==> config.mk <==
export PLATFORM = sky130hd
export DESIGN_NAME = pc_fetch_queue
export DESIGN_NICKNAME = d
export VERILOG_FILES = /design/src/rtl/pc_fetch_queue.sv
export SDC_FILE = /design/constraint.sdc
export NUM_CORES = 1
export LEC_CHECK = 0
export CORE_ASPECT_RATIO = 1.4
export CORE_MARGIN = 5
export CORE_UTILIZATION = 47
export CTS_CLUSTER_DIAMETER = 200
export DETAILED_ROUTE_END_ITERATION = 8
export PLACE_DENSITY = 0.71
export RECOVER_POWER = 100
export SLEW_MARGIN = 10
export SYNTH_ARGS = -nofsm -noshare
export SYNTH_HDL_FRONTEND = slang
export SYNTH_SLANG_ARGS = --single-unit
export TNS_END_PERCENT = 1
==> constraint.sdc <==
create_clock -name clk -period 3 [get_ports clk]
set_input_delay 0.6 -clock clk [delete_from_list [all_inputs] [get_ports clk]]
set_output_delay 0.6 -clock clk [all_outputs]
set_load 0.02 [all_outputs]
==> src/rtl/pc_fetch_queue.sv <==
// PC owner and fetch front-end: issues one outstanding word fetch at a time,
// queues returned instructions with their PCs, and hands them to IF_ID.
module pc_fetch_queue #(
    parameter logic [31:0] RESET_PC = 32'h0000_0000,
    parameter int          DEPTH    = 4,
    parameter int          CNT_W    = 3
) (
    input  logic             clk,
    input  logic             rst,
    output logic             imem_req,
    output logic [31:0]      imem_addr,
    input  logic             imem_ack,
    input  logic [31:0]      imem_rdata,
    input  logic             redirect_valid,
    input  logic [31:0]      redirect_pc,
    output logic             instr_valid,
    input  logic             instr_ready,
    output logic [31:0]      instr_out,
    output logic [31:0]      instr_pc,
    output logic [CNT_W-1:0] occupancy
);

    localparam int PTR_W = (DEPTH > 1) ? $clog2(DEPTH) : 1;
    localparam logic [CNT_W:0] DEPTH_C = (CNT_W + 1)'(DEPTH);

    typedef enum logic [1:0] {
        S_IDLE    = 2'd0,
        S_WAIT    = 2'd1,
        S_DISCARD = 2'd2
    } state_t;

    state_t             state_q, state_d;
    logic [31:0]        pc_q, pc_d;
    logic               req_q, req_d;
    logic [CNT_W-1:0]   cnt_q, cnt_d;
    logic [PTR_W-1:0]   head_q, head_d, tail_q, tail_d;
    logic [31:0]        instr_mem_q [DEPTH];
    logic [31:0]        instr_mem_d [DEPTH];
    logic [31:0]        pc_mem_q    [DEPTH];
    logic [31:0]        pc_mem_d    [DEPTH];

    logic               push, pop, fetch_ok;
    logic [CNT_W:0]     cnt_next;

    assign push     = (state_q == S_WAIT) && imem_ack && !redirect_valid;
    assign pop      = (cnt_q != '0) && instr_ready && !redirect_valid;
    assign cnt_next = {1'b0, cnt_q} + (CNT_W + 1)'(push) - (CNT_W + 1)'(pop);
    // Only start a fetch when its response is guaranteed a free slot.
    assign fetch_ok = cnt_next < DEPTH_C;

    always_comb begin
        state_d     = state_q;
        pc_d        = pc_q;
        cnt_d       = cnt_q;
        head_d      = head_q;
        tail_d      = tail_q;
        instr_mem_d = instr_mem_q;
        pc_mem_d    = pc_mem_q;

        if (redirect_valid) begin
            cnt_d  = '0;
            head_d = '0;
            tail_d = '0;
            pc_d   = redirect_pc;
            // An unanswered request must still be drained, its data dropped.
            case (state_q)
                S_WAIT, S_DISCARD: state_d = imem_ack ? S_WAIT : S_DISCARD;
                default:           state_d = S_WAIT;
            endcase
        end else begin
            if (push) begin
                instr_mem_d[tail_q] = imem_rdata;
                pc_mem_d[tail_q]    = pc_q;
                tail_d              = tail_q + PTR_W'(1);
                pc_d                = pc_q + 32'd4;
            end
            if (pop) begin
                head_d = head_q + PTR_W'(1);
            end
            cnt_d = cnt_next[CNT_W-1:0];
            case (state_q)
                S_IDLE:            state_d = fetch_ok ? S_WAIT : S_IDLE;
                S_WAIT, S_DISCARD: begin
                    if (imem_ack) state_d = fetch_ok ? S_WAIT : S_IDLE;
                end
                default:           state_d = S_IDLE;
            endcase
        end

        req_d = (state_d != S_IDLE);
    end

    always_ff @(posedge clk) begin
        if (rst) begin
            state_q <= S_IDLE;
            pc_q    <= RESET_PC;
            req_q   <= 1'b0;
            cnt_q   <= '0;
            head_q  <= '0;
            tail_q  <= '0;
            for (int i = 0; i < DEPTH; i++) begin
                instr_mem_q[i] <= '0;
                pc_mem_q[i]    <= '0;
            end
        end else begin
            state_q     <= state_d;
            pc_q        <= pc_d;
            req_q       <= req_d;
            cnt_q       <= cnt_d;
            head_q      <= head_d;
            tail_q      <= tail_d;
            instr_mem_q <= instr_mem_d;
            pc_mem_q    <= pc_mem_d;
        end
    end

    assign imem_req    = req_q;
    assign imem_addr   = pc_q;
    assign instr_valid = (cnt_q != '0);
    assign instr_out   = instr_mem_q[head_q];
    assign instr_pc    = pc_mem_q[head_q];
    assign occupancy   = cnt_q;

endmodule
==> results.toml, run 1 <==
[outcome]
outcome = "finished, violations left"
violations = "capacitance limit, slew limit"

[detailed_routing]
wirelength_um = 36290
initialDrtViolationCount = 727
final_antenna_net_count = 0
remaining_drc_errors = 0
viasPerCell = 5.522
dr.pass1.iters = 5
avgRoutedWirePerCell_um = 18.00
num_vias = 11130

[timing]
finalWorstSetupSlack_ns = 0.08754
hold_viol_final = 0
setup_violations = 0
rsz0062_at_grt = "false"
finalSetupTns_ns = 0
fin_skew_ns = 0.009581
holdWs_ns = 0.4522
clock.fmax_ghz = 0.3434
relSlewSlack_pct = -21.22
period_needed_ns = 2.912
drv_slew = 201
finalCritPeriodShare_pct = 97.08
tightest_slew_ns = 1.818

[clocking]
clkSlewWorstSetupHoldPaths_ns = 0.07
cts_buffers = 29
cts.htree.levels = 1
cts_buffer_depth = 3
root_buffer = "clkbuf_16"
cts_sinks = 298
cts_tree = "done"
clkLatencyLatePin_ns = 0.54

[place]
numPortBuffers = 169
dpl_worst_slack_ns = 0.1320
hpwl_um = 22840
gp_congestion = 0.8412

[worst_setup_path]
r2r_slack_ns = 0.22
endpoint_kind = "output pin"
max_stage_delay_ns = 0.67
cp_data_required_time_ns = 2.40
ff2ff_path_depth = 8
startpoint_type = "flop"
critPathKind = "reg -> out"
r2r_start = "state_q[1]"
r2r_end = "pc_mem_q[30]"
arrival_ns = 2.31
crit_path_cell_trace = "buf_12 > mux4_2 > dlygate4sd3_1"
critical_path.max_fanout = 9
crit_path_top_delay_cell = "dlygate4sd3_1"

[logic_synthesis]
synth_top_family_by_area = "simple AND/OR/NAND/NOR gates"
yosysSeqAreaShare_pct = 46.24
synthArstFlopShare_pct = 0
synthDistinctLibCells = 59
synthesis.area_um2 = 12900
synth_adder_area_share_pct = 1.319
muxShareOfSynthArea_pct = 11.33
syn_area_per_cell_um2 = 8.493
ys_seq_elements = 298
synth-simple-area-share_pct = 21.11
syn_nets = 1601
synthFlopType = "dfxtp_1"
netlist_instances = 1519
synth_xor_area_share_pct = 1.154
synth-compound-area-share_pct = 13.34
synth_edf_count = 0
yosysWarnings = 0

[worst_hold_path]
hold-path-endpoint = "pc_mem_q[46]"
worstHoldPathCells = 2
min-delay-start = "pc_mem_q[46]"
hp-class = "reg -> reg"

[power]
internal-power_mw = 6.390
p_seq_share_pct = 49.0
p_per_area_nw_per_um2 = 530.8
p_leak_nw = 5.450
switching_share_pct = 23.57
clkPwrFrac_pct = 43.4
switchingPower_mw = 1.971
ir_drop_mv = 0.4681
combPwrFrac_pct = 7.6
finalPower_mw = 8.361

[die]
dieArea_um2 = 30910
die_x_um = 150.0
initial_core_util_pct = 47.77
fp-row-count = 71
die_h_um = 206.0
core_area_um2 = 27010
num_io_pins = 170

[global_routing]
grt_antenna_before_repair = 0
overflow = 0
groute.usage.overall_pct = 22.92
grt_max_degree = 162
grt_pass1_vias = 10920
grt_pass1_wl_um = 57150

[run]
cap_violations = 2

[final_layout]
final_cell_mix = "nand2_1 (535), dfxtp_1 (296), a21oi_1 (261)"
nets = 1713
synthToLayoutAreaGrowth_pct = 22.09
layout.cells.most_common = "nand2_1"
drive_gt1_share_pct = 10.00
layout make-up:
class / instances / area [um2]
antenna: 1 / 2.502
clock buffer: 40 / 837.1
clock inverter: 10 / 103.9
fill: 2448 / 11250
inverter: 18 / 67.56
multi-input combinational: 1069 / 6231
sequential: 298 / 5973
tap: 365 / 456.7
timing repair buffer: 215 / 2079
critical path: cells and delay by family (launching register included):
kind | cells | cell delay [ns]
flip-flops | 1 | 0.41
buffers and inverters | 2 | 0.82
multiplexers | 1 | 0.53
metal layers:
metal,track usage (%),vias to the layer above,routed length [um]
met2,40.37,361,18480
li1,-,5378,-
met4,8.143,0,933
met1,28.78,5333,14590
met5,0,-,0
met3,2.939,60,2289
logic make-up (layout without fill, tap and decap cells):
family | count (synthesis) | count (layout)
AOI/OAI and AO/OA | 315 | 315
xor gates and xnor gates | 17 | 17
adders and majority gates | 13 | 13
buffers and inverters | 152 | 283
DFF | 298 | 298
muxes | 66 | 66
other | 0 | 1
and+or+nand+nor | 658 | 658
how the worst max path moves through the flow:
| stage | start | endpoint | slack, ns | cells past startpoint |
|---|---|---|---|---|
| floorplan | redirect_valid | imem_req | 0.31 | 11 |
| global placement | redirect_valid | imem_req | 0.13 | 10 |
| detailed placement | redirect_valid | imem_req | 0.13 | 10 |
| CTS | head_q[1] | instr_out[13] | 0.005 | 3 |
| global route | head_q[0] | instr_pc[25] | 0.01 | 3 |
| finish | head_q[1] | instr_out[7] | 0.09 | 3 |
cell usage after synthesis (all sizes together) (3+ instances only):
cell / number / area (um2)
nand4: 13 / 87.58
nand3b: 3 / 22.52
nor4: 4 / 25.02
mux4: 64 / 1441
a21o: 3 / 22.52
clkbuf: 99 / 455.4
dfxtp: 298 / 5966
nand2: 539 / 2023
a311oi: 6 / 52.55
o21ai: 10 / 50.05
nor2: 30 / 112.6
or4: 9 / 67.56
buf: 33 / 168.9
nor3b: 3 / 22.52
and2: 9 / 56.31
xor2: 8 / 70.07
nor3: 6 / 30.03
o221ai: 3 / 26.28
and4: 7 / 62.56
a2111oi: 3 / 33.78
and3: 4 / 25.02
inv: 18 / 67.56
ha: 12 / 150.1
nand3: 12 / 60.06
a21oi: 261 / 1306
xnor2: 9 / 78.83
o211ai: 7 / 52.55
a211oi: 10 / 75.07
or3: 10 / 62.56
sequential cells by signal, summed over array words and instances (netlist names):
signal and cells:
instr_mem_q 128, pc_mem_q 128, imem_addr 32, occupancy 3, head_q 2, state_q 2, tail_q 2, imem_req 1
per-stage QoR:
| stage | utilization (%) | instance area (um2) | instances |
|---|---|---|---|
| after global routing | 58.32 | 15750 | 2015 |
| after floorplan | - | 12900 | 1519 |
| after detailed placement | 55.24 | 14920 | 1960 |
| after CTS | 58.59 | 15820 | 2012 |
| after global placement | 55.24 | 14920 | 1960 |
| final | 58.33 | 15750 | 2016 |
power by group through the flow:
| stage | sequential, mW | clock, mW | combinational (mW) |
|---|---|---|---|
| 6_report | 4.10 | 3.63 | 0.635 |
| 5_1_grt | 4.11 | 3.85 | 0.686 |
| 4_1_cts | 4.10 | 3.69 | 0.660 |
| 3_5_place_dp | 4.19 | 0 | 0.667 |
| 3_3_place_gp | 4.19 | 0 | 0.662 |
| 2_1_floorplan | 4.19 | 0 | 0.343 |
what timing repair did:
item                       in CTS  in global routing
resized for setup              39                  1
pin swaps                       0                  0
setup endpoints to repair      52                  5
cloned                          0                  0
buffers inserted                2                  3
hold buffers                    0                  0
Note: power is estimated with default switching activity, not from simulation.
==> run 2: changes to the inputs <==
--- a/config.mk
+++ b/config.mk
@@ -10,7 +10,8 @@
 export CORE_UTILIZATION = 47
 export CTS_CLUSTER_DIAMETER = 200
 export DETAILED_ROUTE_END_ITERATION = 8
-export PLACE_DENSITY = 0.71
+export DONT_BUFFER_PORTS = 1
+export PLACE_DENSITY = 0.63
 export RECOVER_POWER = 100
 export SLEW_MARGIN = 10
 export SYNTH_ARGS = -nofsm -noshare
==> run 2 against run 1 <==
The run now ends clean. Worst setup slack gained 0.090 ns. Clock power increased by 11%. Combinational power down 41%. Largest cell class unchanged.
==> results.toml, run 2 (synthesis results as in run 1) <==
[worst_hold_path]
min-delay-start = "rst"
hp-class = "in -> reg"

[clocking]
cts_tree = "done"
cts_sinks = 298
root_buffer = "clkbuf_16"
cts-resized-gates = 0
cts_buffer_depth = 3
postCtsHoldBufs = 0
cts_buffers = 30
cts.htree.levels = 1
cts_setup_buffers = 0
clkSlewWorstSetupHoldPaths_ns = 0.06
clkLatencyLatePin_ns = 0.55

[final_layout]
drive_gt1_share_pct = 9.845
utilization_pct = 52.46
nets = 1541
final_cell_mix = "nand2_1 (535), dfxtp_1 (296), a21oi_1 (261)"
fill_cells = 2624
synthToLayoutAreaGrowth_pct = 9.825
layout.cells.most_common = "nand2_1"

[worst_setup_path]
critical_path.max_fanout = 28
arrival_ns = 2.22
r2r_start = "imem_addr[12]"
critPathKind = "reg -> out"
crit_path_top_delay_cell = "dfxtp_2"
crit_path_cell_trace = "buf_12 > mux4_2"
cp_data_required_time_ns = 2.40
crit_start = "head_q[0]"
max_stage_delay_ns = 0.68
endpoint_kind = "output pin"
startpoint_type = "flop"

[place]
gp_congestion = 0.7596
hpwl_um = 22210
numPortBuffers = 0

[power]
finalPower_mw = 8.492
ir_drop_mv = 0.3980
p_per_area_nw_per_um2 = 599.3
p_leak_nw = 4.492

[die]
num_io_pins = 170
dieArea_um2 = 30910
initial_core_util_pct = 47.77
fp-row-count = 71
die_x_um = 150.0
core_area_um2 = 27010
die_h_um = 206.0

[global_routing]
grt_antenna_before_repair = 5
overflow = 0
groute.usage.overall_pct = 23.39
grt_pass1_wl_um = 57870
grt_pass1_vias = 10250
grt_max_degree = 308

[timing]
fin_skew_ns = 0.01165
rsz0062_at_grt = "false"
drv_slew = 0
finalCritPeriodShare_pct = 94.07
clock.fmax_ghz = 0.3543
period_needed_ns = 2.822
hold_viol_final = 0
tightest_slew_ns = 1.196
finalSetupTns_ns = 0
setup_violations = 0
relSlewSlack_pct = 19.98

[detailed_routing]
viasPerCell = 5.672
wirelength_um = 36760
initialDrtViolationCount = 820
final_antenna_net_count = 0
remaining_drc_errors = 0
avgRoutedWirePerCell_um = 19.88
dr.pass1.iters = 5
num_vias = 10490

[outcome]
outcome = "completed"

[run]
cap_violations = 0
==> run 2: path summary, 6_finish.rpt <==
path	depth (start not counted)	slack, ns	endpoint
worst min register to register	2	0.45	pc_mem_q[68]
worst max register to register	5	0.24	imem_addr[25]
worst max-delay path	2	0.18	instr_pc[24]
worst min-delay path	1	0.13	imem_addr[11]
==> run 2: critical path, delay by kind of cell (launching register included) <==
kind	cells	cell delay [ns]
DFF	1	0.68
muxes	1	0.65
buffers and inverters	1	0.32
==> run 2: cell type report <==
type / instances / area [um2] / share of cell area, %
Clock inverter: 10 / 160.2 / 1.130
Tap cell: 365 / 456.7 / 3.223
Multi-Input combinational cell: 1069 / 6243 / 44.07
Antenna cell: 1 / 2.502 / 0.01766
Inverter: 18 / 67.56 / 0.4769
Timing Repair Buffer: 42 / 345.3 / 2.437
Sequential cell: 298 / 5971 / 42.14
Clock buffer: 46 / 922.1 / 6.508
==> run 2: per-stage QoR <==
| stage | setup WS [ns] | cell area [um2] | hold slack [ns] | instances |
|---|---|---|---|---|
| floorplan | 0.3111 | 12900 | 0.4331 | 1519 |
| global placement | 0.4138 | 13200 | 0.4350 | 1792 |
| detailed placement | 0.3812 | 13200 | 0.4409 | 1792 |
| CTS | 0.2354 | 14290 | 0.1244 | 1848 |
| global route | 0.1073 | 14170 | 0.1062 | 1849 |
| finish | 0.1778 | 14170 | 0.1284 | 1849 |
==> run 2: where the power goes <==
group / total (mW) / switching, mW / internal, mW
clock: 4.02 / 1.57 / 2.46
sequential: 4.09 / 0.0755 / 4.02
combinational: 0.377 / 0.257 / 0.121
==> run 2: per-layer routing <==
metal,up-vias,part of all wire (%),track usage [%]
met1,5065,39,28.53
met3,46,8.5,6.558
li1,5036,-,-
met4,8,1.5,5.232
met5,-,0.15,0
met2,333,51,41.07
